==> src/rtl/mem_sram_arbiter.sv <==
// Round-robin two-port front end for a single-port SRAM: zero-fills the array
// after reset, then grants one access per cycle with a fixed 1-cycle read latency.
module mem_sram_arbiter #(
    parameter int unsigned width = 8,
    parameter int unsigned depth = 8,
    parameter int unsigned addr  = 3
) (
    input  logic             Clock,
    input  logic             Reset_n,
    input  logic             req0,
    input  logic             req1,
    input  logic             we0,
    input  logic             we1,
    input  logic [addr-1:0]  addr0,
    input  logic [addr-1:0]  addr1,
    input  logic [width-1:0] data0,
    input  logic [width-1:0] data1,
    output logic             gnt0,
    output logic             gnt1,
    output logic             rvalid0,
    output logic             rvalid1,
    output logic [width-1:0] q0,
    output logic [width-1:0] q1,
    output logic             init_done,
    output logic             mem_WE,
    output logic [addr-1:0]  mem_Address,
    output logic [width-1:0] mem_Data,
    input  logic [width-1:0] mem_Q
);
    localparam int unsigned AW       = addr;
    localparam int unsigned DW       = width;
    localparam int unsigned LAST_IDX = depth - 1;

    typedef enum logic {S_INIT = 1'b0, S_RUN = 1'b1} state_e;

    state_e        state_q, state_d;
    logic          active_q, active_d;
    logic [AW-1:0] cnt_q, cnt_d;
    logic          last_q, last_d;
    logic          init_done_q, init_done_d;
    logic          rvalid0_q, rvalid0_d;
    logic          rvalid1_q, rvalid1_d;
    logic [DW-1:0] q0_q, q0_d;
    logic [DW-1:0] q1_q, q1_d;
    logic [AW-1:0] hold_addr_q, hold_addr_d;
    logic [DW-1:0] hold_data_q, hold_data_d;
    logic          in_range0, in_range1;

    // last_q = 1 means port 1 was granted most recently, so port 0 wins a tie.
    always_comb begin
        state_d     = state_q;
        active_d    = 1'b1;
        cnt_d       = cnt_q;
        last_d      = last_q;
        init_done_d = init_done_q;
        rvalid0_d   = 1'b0;
        rvalid1_d   = 1'b0;
        q0_d        = q0_q;
        q1_d        = q1_q;
        gnt0        = 1'b0;
        gnt1        = 1'b0;
        mem_WE      = 1'b0;
        mem_Address = hold_addr_q;
        mem_Data    = hold_data_q;
        in_range0   = (32'(addr0) < depth);
        in_range1   = (32'(addr1) < depth);

        if (state_q == S_INIT) begin
            // active_q keeps the SRAM quiet until the first edge after reset release
            if (active_q) begin
                mem_WE      = 1'b1;
                mem_Address = cnt_q;
                mem_Data    = '0;
                if (32'(cnt_q) == LAST_IDX) begin
                    state_d     = S_RUN;
                    init_done_d = 1'b1;
                end else begin
                    cnt_d = cnt_q + AW'(1);
                end
            end
        end else begin
            gnt0 = req0 & (~req1 | last_q);
            gnt1 = req1 & ~gnt0;
            if (gnt0) begin
                mem_WE      = we0 & in_range0;
                mem_Address = addr0;
                mem_Data    = data0;
                last_d      = 1'b0;
                rvalid0_d   = ~we0;
                if (!we0) begin
                    q0_d = in_range0 ? mem_Q : '0;
                end
            end else if (gnt1) begin
                mem_WE      = we1 & in_range1;
                mem_Address = addr1;
                mem_Data    = data1;
                last_d      = 1'b1;
                rvalid1_d   = ~we1;
                if (!we1) begin
                    q1_d = in_range1 ? mem_Q : '0;
                end
            end
        end

        hold_addr_d = mem_Address;
        hold_data_d = mem_Data;
    end

    always_ff @(posedge Clock or negedge Reset_n) begin
        if (!Reset_n) begin
            state_q     <= S_INIT;
            active_q    <= 1'b0;
            cnt_q       <= '0;
            last_q      <= 1'b1;
            init_done_q <= 1'b0;
            rvalid0_q   <= 1'b0;
            rvalid1_q   <= 1'b0;
            q0_q        <= '0;
            q1_q        <= '0;
            hold_addr_q <= '0;
            hold_data_q <= '0;
        end else begin
            state_q     <= state_d;
            active_q    <= active_d;
            cnt_q       <= cnt_d;
            last_q      <= last_d;
            init_done_q <= init_done_d;
            rvalid0_q   <= rvalid0_d;
            rvalid1_q   <= rvalid1_d;
            q0_q        <= q0_d;
            q1_q        <= q1_d;
            hold_addr_q <= hold_addr_d;
            hold_data_q <= hold_data_d;
        end
    end

    assign init_done = init_done_q;
    assign rvalid0   = rvalid0_q;
    assign rvalid1   = rvalid1_q;
    assign q0        = q0_q;
    assign q1        = q1_q;

endmodule

==> config.mk <==
export PLATFORM = sky130hd
export DESIGN_NAME = mem_sram_arbiter
export DESIGN_NICKNAME = d
export VERILOG_FILES = /design/src/rtl/mem_sram_arbiter.sv
export SDC_FILE = /design/constraint.sdc
export NUM_CORES = 1
export LEC_CHECK = 0
export ABC_AREA = 1
export BUFFER_PORTS_ARGS = -buffer_cell sky130_fd_sc_hd__buf_4
export CORE_MARGIN = 4
export CORE_UTILIZATION = 45
export DETAILED_ROUTE_END_ITERATION = 10
export GPL_TIMING_DRIVEN = 1
export HOLD_SLACK_MARGIN = 0.06
export PLACE_DENSITY = 0.76
export SETUP_SLACK_MARGIN = 0.05
export SYNTH_ARGS = -nofsm -noshare
export SYNTH_HDL_FRONTEND = slang
export SYNTH_SLANG_ARGS = --single-unit
==> constraint.sdc <==
create_clock -name Clock -period 1.71 [get_ports Clock]
set_input_delay 0.2565 -clock Clock [delete_from_list [all_inputs] [get_ports Clock]]
set_output_delay 0.2565 -clock Clock [all_outputs]
set_load 0.01 [all_outputs]
==> summary by stage <==
Run status
The flow ran to the end, but the final reports show violations. The final reports fail on negative setup slack.

Global route
The number of antenna violations at the first check in global routing is 0. The overall global routing resource usage is 25.31%. The via count of the first global-routing pass came to 1708. The wire length of the first global-routing pass is 8.355 mm.

The pin count of the biggest net entering global routing is 37. The remaining global-route overflow is 0.

Worst setup path
The maximum fanout along the worst path is 18. At the worst endpoint, the arrival time is 1.62 ns. In this run the critical register-to-register path is captured at hold_addr_q[1]$_DFF_PN0_. For flop-to-flop paths, the worst setup slack is -0.14 ns. Measured in cells, the most critical reg-to-reg path has a length of 10. The kind of end point of the critical path is a primary output.

The type of the worst setup path is reg -> out. The category of the worst setup path launch point is a flip-flop. In this run the critical register-to-register path is launched from state_q$_DFF_PN0_. The required time of the critical path is 1.45 ns.

Synth
The proportion of synthesized chip area in sequential cells is 56.37%. A synthesized cell averages 8.650 um^2. The summed instance area of the synthesized netlist is 1600 um^2. The total nets after synthesis is 223.

The Yosys step of the flow raised 0 warnings. The total of flip-flops plus latches after synthesis is 36. The number of distinct library cells after synthesis is 24. In the synthesized netlist, the number of instances is 185.

Run
Max-cap violations in this run came to 0.

Drt
The wire length after detailed routing is about 6.4 mm. The number of detailed-routing iterations run before antenna repair is 5. The final antenna-violating net count is 0. The ratio of routed vias to standard cells is between 5 and 6. The total via count after detailed routing is around 1900. The average routed wire per standard cell is about 19 um.

After detailed routing, the number of remaining DRC violations is 0. The violation count after the first detailed-routing iteration is 278.

Pwr
The internal power of the cells is approximately 2.3 mW. In this run, flip-flops and latches consume 36.9% of the power. The leakage power figure is approximately 1.5 nW. In this run, the clock network consumes around 16% of the power.

The worst-case IR drop observed on VDD is roughly 700 uV. For this design the ratio of total power to cell area is 1303 nW/um^2. The total design power is approximately 3.6 mW.

For this design the total switching power over the nets is 1.302 mW. Per report_power, the combinational group accounts for 46.8% of the total. The proportion of total power due to net switching is between 30% and 40%.

Cells and area
The area growth from synthesis to final layout is 74.43%. 0 antenna diodes ended up in the layout. At the end of the flow, the number of nets in the layout was 334. The share of cells above drive strength 1 is a little over half. For this run, the number of standard cells in the final layout without fillers is 343.

Placed design
OpenSTA, run right after detailed placement, puts the worst setup slack at approximately 0.19 ns. The number of instances in the placed design is 297. The total of buffers placed on input and output ports is 68. The final weighted congestion in routability-driven placement is 0.8249. The HPWL reported at the end of detailed placement is 2.926 mm.

Clock network
In this run the number of H-tree levels came out at 2. The clock transition at the registers of the reported paths is 0.11 ns. The source-to-sink clock delay at the later pin of the worst-skew pair is 0.34 ns.

The clock passes through at most 2 buffers. The clock buffer count from CTS is 5. The TritonCTS sink count is 36. In this run the clock root is driven by a sky130_fd_sc_hd__clkbuf_4. The clock tree from TritonCTS is built.

STA
For this run, the top clock speed supported by timing is 532.6 MHz. The portion of the clock cycle consumed by the worst path in the final layout is 109.8%. Setup repair after global routing could not meet its margin everywhere.

On the final layout, the worst clock skew is between 0.008 and 0.009 ns. Setup violations remaining at the end of the flow were counted as 16. The worst path in the final design needs a cycle of 1.878 ns, including I/O delays and setup. After layout, the worst setup slack is -0.1676 ns. The worst hold margin is 0.1274 ns.

The post-route setup TNS is -2.111 ns. The number of failing hold endpoints at the final stage came to 0. The number of max-slew violations in the final report is 0.

Floorplanning
After floorplanning, the core was divided into 21 placement rows. The total core area is approximately 3400 um^2. The horizontal die dimension is 67.64 um. Once the floorplan was initialized, standard cells occupied 47.21% of the core.

From bottom edge to top edge, the die measures slightly below 70 um. The boundary pin count is 69. The floorplan step defined a die boundary enclosing 4574 um^2.

Worst hold path
Along the worst hold path, the cell count comes to 3. In this run the worst hold path is classified as in -> reg. In this run the most critical hold path is launched from data0[1]. For hold timing, the worst endpoint is hold_data_q[1]$_DFF_PN0_.
[critical path, stage by stage (launching register included)]
cell and delay, ns:
sky130_fd_sc_hd__dfrtp_1 0.44, sky130_fd_sc_hd__buf_4 0.23, sky130_fd_sc_hd__nand2_1 0.11, sky130_fd_sc_hd__inv_1 0.08, sky130_fd_sc_hd__a21oi_4 0.15, sky130_fd_sc_hd__nand3_2 0.10
sky130_fd_sc_hd__buf_4 0.17
[power by group through the flow]
stage	combinational, mW	clock, mW	sequential (mW)
final	1.70	0.593	1.34
after global routing	1.84	0.629	1.36
after CTS	1.52	0.593	1.31
after detailed placement	1.16	0	1.33
after global placement	1.14	0	1.32
after floorplan	0.454	0	1.41
[cell usage in the layout (no fill, tap or decap), types with 2 or more instances in the layout]
| cell | count |
|---|---|
| sky130_fd_sc_hd__nand2_1 | 52 |
| sky130_fd_sc_hd__clkbuf_4 | 5 |
| sky130_fd_sc_hd__nand3_2 | 10 |
| sky130_fd_sc_hd__ha_1 | 2 |
| sky130_fd_sc_hd__nand2_4 | 5 |
| sky130_fd_sc_hd__buf_6 | 18 |
| sky130_fd_sc_hd__a21oi_2 | 2 |
| sky130_fd_sc_hd__inv_1 | 9 |
| sky130_fd_sc_hd__nor2_1 | 5 |
| sky130_fd_sc_hd__a21oi_4 | 2 |
| sky130_fd_sc_hd__nand2_2 | 13 |
| sky130_fd_sc_hd__a21oi_1 | 2 |
| sky130_fd_sc_hd__nand4_1 | 8 |
| sky130_fd_sc_hd__buf_4 | 90 |
| sky130_fd_sc_hd__inv_2 | 5 |
| sky130_fd_sc_hd__nand3_4 | 3 |
| sky130_fd_sc_hd__nand3_1 | 13 |
| sky130_fd_sc_hd__dfrtp_1 | 35 |
[metrics by stage]
stage	instance area, um^2	util (%)
floorplan	1600	-
finish	2791	82.36
CTS	2659	78.44
global route	2791	82.36
detailed placement	2162	63.79
global placement	2162	63.79
[how the worst max path moves through the flow]
stage / startpoint / endpoint / slack (ns) / cells after the start
6_report: state_q$_DFF_PN0_ / mem_Address[1] / -0.17 / 6
5_1_grt: last_q$_DFFE_PN1P_ / mem_Data[4] / -0.22 / 8
4_1_cts: last_q$_DFFE_PN1P_ / mem_Data[4] / -0.12 / 8
3_5_place_dp: last_q$_DFFE_PN1P_ / mem_Data[4] / 0.19 / 8
3_3_place_gp: last_q$_DFFE_PN1P_ / mem_Data[7] / 0.21 / 8
2_1_floorplan: last_q$_DFFE_PN1P_ / mem_Data[0] / 0.31 / 7
[cell families after synthesis]
logic type | count (synthesis) | synth area share (%)
and+or+nand+nor | 112 | 31.12
DFF | 36 | 56.37
buffers and inverters | 23 | 6.489
AOI/OAI and AO/OA | 10 | 3.674
adders and majority gates | 2 | 1.563
xor gates and xnor gates | 1 | 0.5474
other | 1 | 0.2343
[synthesized netlist by cell type (all sizes together)]
library cell,instances,area [um^2]
a21boi,1,7.510
a21oi,6,33.78
buf,7,43.79
clkinv,1,3.750
conb,1,3.750
dfrtp,35,875.8
dfstp,1,26.28
ha,2,25.02
inv,15,56.30
nand2,70,265.3
nand3,26,135.1
nand4,9,71.32
nor2,7,26.28
o21ai,2,10.00
o21bai,1,7.510
xor2,1,8.760
[registers in the layout, summed over array words and instances (netlist names)]
register	flops
active_q	1
state_q	1
last_q	1
init_done	1
rvalid1	1
hold_data_q	8
q0	8
rvalid0	1
q1	8
cnt_q	3
hold_addr_q	3
[final cells by class]
| cell class | count | area [um^2] |
|---|---|---|
| timing repair inverter | 1 | 7.507 |
| timing repair buffer | 109 | 888.4 |
| inverter | 16 | 62.56 |
| fill | 165 | 598.1 |
| multi-input combinational | 127 | 797.0 |
| clock inverter | 2 | 35.03 |
| sequential | 36 | 902.1 |
| tap | 46 | 57.56 |
| clock buffer | 6 | 41.29 |
[metal layers]
layer / wire (um) / track usage (%) / part of all wire (%)
met1: 2406 / 30.36 / 37
met2: 3322 / 43.50 / 52
met3: 400 / 4.825 / 6.2
met4: 307 / 11.65 / 4.8
met5: 0 / 0 / 0
[what timing repair did]
item / CTS / global route
pin swaps: 7 / 6
hold buffers: 1 / 0
hold endpoints to repair: 35 / 0
buffers inserted: 31 / 10
setup endpoints to repair: 14 / 26
resized for setup: 46 / 22
gates cloned: 1 / 2
Note: power is estimated with default switching activity, not from simulation.
